**src/rtl/ecc_block_loader.sv**
```systemverilog
// Feeds a framed byte stream into the free-running 6144-bit shift register so a whole LTE code block lands aligned.
// shiftin is one cycle behind the accepted byte; block_done follows the last byte by one cycle; gaps are zero-filled, never stalled.
module ecc_block_loader #(
  parameter int BYTES_LONG  = 768,
  parameter int BYTES_SHORT = 132,
  parameter int CNT_W       = 10
) (
  input  logic        clk,
  input  logic        aclr,
  input  logic [7:0]  in_byte,
  input  logic        in_valid,
  input  logic        in_sop,
  input  logic        in_size,
  output logic [7:0]  shiftin,
  output logic        block_done,
  output logic        block_size,
  output logic        underrun_err,
  output logic        sop_err,
  output logic        stray_err,
  output logic [15:0] block_count
);

  typedef enum logic {IDLE, LOAD} state_t;

  state_t           state, state_nxt;
  logic [CNT_W-1:0] count, count_nxt;
  logic [CNT_W-1:0] last_idx;
  logic             size_q, size_nxt;
  logic             last, last_nxt;
  logic [7:0]       shiftin_nxt;
  logic             underrun_nxt, sop_err_nxt, stray_nxt;

  assign last_idx = size_q ? CNT_W'(BYTES_LONG - 1) : CNT_W'(BYTES_SHORT - 1);

  always_comb begin
    state_nxt    = state;
    count_nxt    = count;
    size_nxt     = size_q;
    last_nxt     = 1'b0;
    shiftin_nxt  = 8'h00;
    underrun_nxt = 1'b0;
    sop_err_nxt  = 1'b0;
    stray_nxt    = 1'b0;
    case (state)
      IDLE: begin
        if (in_valid && in_sop) begin
          size_nxt    = in_size;
          count_nxt   = CNT_W'(1);
          shiftin_nxt = in_byte;
          state_nxt   = LOAD;
        end else if (in_valid) begin
          stray_nxt = 1'b1;
        end
      end
      LOAD: begin
        if (in_valid && in_sop) begin
          // A new sop wins over the block in flight: restart at byte 1.
          size_nxt    = in_size;
          count_nxt   = CNT_W'(1);
          shiftin_nxt = in_byte;
          sop_err_nxt = 1'b1;
        end else begin
          // The register shifts every cycle, so a gap still consumes a byte slot.
          shiftin_nxt  = in_valid ? in_byte : 8'h00;
          underrun_nxt = !in_valid;
          if (count == last_idx) begin
            count_nxt = '0;
            last_nxt  = 1'b1;
            state_nxt = IDLE;
          end else begin
            count_nxt = count + CNT_W'(1);
          end
        end
      end
    endcase
  end

  always_ff @(posedge clk or posedge aclr) begin
    if (aclr) begin
      state        <= IDLE;
      count        <= '0;
      size_q       <= 1'b0;
      last         <= 1'b0;
      shiftin      <= 8'h00;
      block_done   <= 1'b0;
      block_size   <= 1'b0;
      underrun_err <= 1'b0;
      sop_err      <= 1'b0;
      stray_err    <= 1'b0;
      block_count  <= 16'd0;
    end else begin
      state        <= state_nxt;
      count        <= count_nxt;
      size_q       <= size_nxt;
      last         <= last_nxt;
      shiftin      <= shiftin_nxt;
      underrun_err <= underrun_nxt;
      sop_err      <= sop_err_nxt;
      stray_err    <= stray_nxt;
      // last is one edge early; delaying it lines done up with the register capturing the final byte.
      block_done   <= last;
      if (last) begin
        block_size  <= size_q;
        block_count <= block_count + 16'd1;
      end
    end
  end

endmodule

```
**config.mk**
```make
export PLATFORM = sky130hd
export DESIGN_NAME = ecc_block_loader
export DESIGN_NICKNAME = d
export VERILOG_FILES = /design/src/rtl/ecc_block_loader.sv
export SDC_FILE = /design/constraint.sdc
export NUM_CORES = 1
export LEC_CHECK = 0
export BUFFER_PORTS_ARGS = -buffer_cell sky130_fd_sc_hd__buf_4
export CORE_MARGIN = 4
export CORE_UTILIZATION = 48
export DETAILED_ROUTE_END_ITERATION = 10
export PLACE_DENSITY_LB_ADDON = 0.05
export REMOVE_ABC_BUFFERS = 1
export SYNTH_ARGS = -nofsm -noshare
export SYNTH_HDL_FRONTEND = slang
export SYNTH_SLANG_ARGS = --single-unit
```
**constraint.sdc**
```tcl
create_clock -name clk -period 1.5 [get_ports clk]
set_input_delay 0.3 -clock clk [delete_from_list [all_inputs] [get_ports clk]]
set_output_delay 0.3 -clock clk [all_outputs]
set_load 0.02 [all_outputs]
```
=== Yosys cells after proc, flatten, opt, wreduce, memory -nomap -nowiden ===
Cells that the tools add are included.

* Reduce and logical (&&, ||, !) cells: 2
* Multiplexer cells: 23
* Bitwise logic cells: 1
* Add/sub/neg operators: 2
* Shifts and indexed selects: 0
* Div/mod/pow operators: 0
* Equality and inequality tests: 2
* Magnitude comparators: 0
* $mul: 0

{| class="wikitable"
|+ Operators with widths
! operator !! number
|-
| two-way mux 10 bit || 4
|-
| two-way mux 8 bit || 3
|-
| case mux 10 bit (2 select lines) || 1
|-
| adder 16 x 1 -> 16 bit, second input constant || 1
|-
| case mux 8 bit (2 select lines) || 1
|-
| two-way mux 1 bit || 13
|-
| adder 10 x 1 -> 10 bit, second input constant || 1
|-
| equality test 10 bit || 1
|-
| inequality test 2 bit, second input constant || 1
|-
| case mux 1 bit (2 select lines) || 1
|-
| logical AND 1 bit || 1
|-
| logical NOT 1 bit || 1
|-
| inverter 1 bit || 1
|}

* RAM bits: 0
* Output and inout bits: 29
* Register bits after elaboration: 42
* Memory bits (read-only): 0
* Memories kept: 0
* Bits in latches: 0
* Word-level logic and storage cells: 41

=== Depth between registers and ports, before layout ===
* Depth after elaboration: 5
* Mapped depth: 6
* Mapped depth without buffers: 5

=== Least setup slack after synthesis ===
Ideal clock, no wire load.

* Kind: flip-flop to flip-flop
* From: reg count[4]
* To: reg count[1]
* Setup slack: 61 ps
* Data required time: 1380 ps
* Stages on the path, launching flop included: 5
* Library setup time: 120 ps
* Path buffers: 0
* Clock period less this slack: 1439 ps
* Data arrival time: 1319 ps
* Path through: dfrtp_1 > nor4_2 > a22oi_2 > or2_4 > a41o_1

* Cells in the longest elaborated chain, start to end: 4

{| class="wikitable"
|+ Ends and longest elaborated chain
! element !! RTL line !! source
|-
| start: declaration || 26 || <nowiki>logic [CNT_W-1:0] count, count_nxt;</nowiki>
|-
| start signal: assignment || 93 || <nowiki>count <= count_nxt;</nowiki>
|-
| equality test 10 bit || 66 || <nowiki>if (count == last_idx) begin</nowiki>
|-
| two-way mux 10 bit || 66 ||
|-
| two-way mux 10 bit || 56 || <nowiki>if (in_valid && in_sop) begin</nowiki>
|-
| case mux 10 bit (2 select lines) || 44 || <nowiki>case (state)</nowiki>
|}

Every way passes these cells.
A chain may end at the register's enable or synchronous reset.

=== Final worst setup path ===
* From: reg count[5]
* To: reg count[5]

* Cells in the longest elaborated chain, start to end: 4
* Elaborated cells between the ends (all ways): 5
* Classes of those cells: add/sub (1); eq/ne (1); mux (3)

{| class="wikitable"
|+ Ends and longest elaborated chain
! element !! RTL line
|-
| adder 10 x 1 -> 10 bit or equality test 10 bit (tied branches) || 71, 66
|-
| two-way mux 10 bit (*) || 66
|-
| two-way mux 10 bit (*) || 56
|-
| case mux 10 bit (2 select lines) (*) || 44
|}

Mark *: on every way between the ends. The rest lies on a longest branch, timed or not.

==> metrics <==
clock sinks 42; final hold vios 0; Inserted Clock Buffers 5; Critical Path Fanout Max 5; vias per cell 5.38; CORE AREA 3720 µm²; Tmin final 1.47 ns; synthesized instance count 162; Slew Limit Fails 0; first-pass GRT wire length 6580 µm; Post-synth EDFFs 0; wire per inst 14.2 µm; standard-cell rows 22; Post-DP Area 2280 µm²; ys async rst share 100%; synthesized area 1870 µm²; ANT cells 0; placed insts 252; CP arrival 1.65 ns; WS Path Type reg2reg; number of max-cap violations 0; Seq/Total Area, Yosys 56.1%; Area Growth Syn to Fin 30.6%; Routed Antenna Nets 0; Detailed Route Iter0 Violations 66; DRC errors left 0; Worst setup SP type flip-flop; initial cell density of the core 50.4%; Top FF cell, synth dfrtp_1; Slew HR 67.7%; worst endpoint required time 1.68 ns; H-tree levels 2; via count 1426; final setup skew 0.00418 ns; CTS tree done; Synth Area per Inst 11.6 µm²; outcome finished, final reports clean; largest net degree at the start of global routing 20; fraction of the cycle the final worst path needs 98.1%; final instance area 2440 µm²; total track usage 16.7%; Clock Root Buffer clkbuf_8; Final nets 231; Max Clock Freq 679 MHz; Netlist cell types 44; hpwl dp 2770 µm; crit end category flip-flop; power per cell area 973 nW/µm²; RSZ-0062 raised after global routing true; Die ar. 4960 µm²; clock slew at reported path FFs 0.07 ns; non-filler instance count after layout 265; Final setup viols 0; Leak 1.21 nW; setup TNS 0 ns; # port buffers 41; initial antenna violation count 0; worst hold path class in2async; Hold Worst Slack 0.0155 ns; grt total ovfl 0; die height 70.4 µm; vias in the first global route 1429; clock latency on the worst-skew pair 0.29 ns; maximum VDD drop 0.678 mV; routed wire length 3760 µm; Die W 70.4 µm; routability cong. 0.791; worst-margin pin slew 0.485 ns; YS warnings 0; Seq cells post-synth 42; CTS Buffer Depth 2; Initial DRT Pass Iterations 4; I/O pin count 42; layout cells sized above 1 38.2%
## cell usage after synthesis (2+ instances only)
master	number	area share, %
inv_1	4	0.80
dfrtp_1	42	56
clkbuf_1	3	0.60
xor2_1	8	3.7
nand4_1	5	1.7
nand2_1	16	3.2
nor3_2	4	2.1
nor3b_1	2	0.80
nor2_1	6	1.2
nand3_1	6	1.6
nand3b_1	3	1.2
and3_1	4	1.3
ha_1	2	1.3
a41o_1	2	1.1
and4_1	3	1.4
a21oi_1	3	0.80
and2_1	9	3.0
o21ai_0	5	1.3
mux2_2	2	1.2
xnor2_1	9	4.2
## through the flow
stage          util (%)  total power, W  setup slack (ns)
4_1_cts            64.4         0.00234            0.0140
2_1_floorplan         -         0.00146            0.0610
3_3_place_gp       61.4         0.00157            0.0297
6_report           65.8         0.00238            0.0282
3_5_place_dp       61.4         0.00158           -0.0101
5_1_grt            65.8         0.00251           -0.0316
## what timing repair did
item | 4_1_cts | 5_1_grt
endpoints found under the setup margin | 4 | 10
hold buffers | 0 | 0
gates resized for setup | 2 | 9
buffers inserted | 2 | 3
pin swaps | 2 | 5
## critical path, stage by stage, from the launching register on
cell and delay [ns]:
dfrtp_2 0.45, nor4_4 0.26, a22oi_2 0.14, or2_4 0.27
a41o_1 0.23
## final cells by class
| cell class | count | area, µm² |
|---|---|---|
| well taps | 48 | 60.1 |
| clock buffers | 7 | 86.3 |
| fillers | 298 | 1270 |
| inverters | 4 | 15.0 |
| multi-input cells | 112 | 813 |
| clock inverters | 1 | 5.00 |
| repair buffers | 51 | 408 |
| flip-flops and latches | 42 | 1060 |
## kinds of logic after synthesis
kind of cell	count (synthesis)	synth area share, %
and+or+nand+nor	70	23.5
DFF	42	56.1
AOI/OAI and AO/OA	21	8.02
xor gates and xnor gates	17	7.95
buffers and inverters	8	1.80
muxes	2	1.20
adders and majority gates	2	1.34
## state kept, by name, summed over array words and instances (netlist names)
name and cells:
block_count 16, count 10, shiftin 8, block_done 1, block_size 1, last 1
size_q 1, sop_err 1, state 1, stray_err 1, underrun_err 1
## layout by cell type (no fill, tap or decap), drive strengths merged, types with 4 or more instances in the layout
cell type / synthesis / routed
buf: 1 / 51
dfrtp: 42 / 42
nand2: 16 / 16
xnor2: 9 / 9
and2: 9 / 9
xor2: 8 / 8
nand3: 7 / 7
clkbuf: 3 / 7
nand4: 7 / 7
o21ai: 7 / 7
nor2: 6 / 6
nor3: 5 / 5
and3: 5 / 5
inv: 4 / 4
## where the power goes
group / internal [W] / switching, W / leakage [nW]
Sequential: 0.00120 / 0.0000844 / 0.555
Clock: 0.000371 / 0.000374 / 0.0482
Combinational: 0.000192 / 0.000161 / 0.606
Total: 0.00176 / 0.000619 / 1.21
## path summary, 6_finish.rpt
| kind | start | endpoint | slack [ns] | cells past startpoint |
|---|---|---|---|---|
| max | count[5] | count[5] | 0.03 | 4 |
| min | aclr | shiftin[7] | 0.02 | 2 |
| max reg2reg | count[5] | count[5] | 0.03 | 4 |
| min reg2reg | block_count[15] | block_count[15] | 0.51 | 1 |
| max in group asynchronous | aclr | count[5] | 1.03 | 3 |
| min in group clk | in_valid | underrun_err | 0.20 | 2 |
## metal layers
layer | track usage [%] | wire, µm | vias up
met1 | 18.6 | 1490 | 690
met2 | 28.9 | 1940 | 49
met4 | 8.30 | 83 | 0
met3 | 4.60 | 240 | 12
li1 | - | - | 675
met5 | 0 | 0 | -
Power figures use the tool's default switching activity.
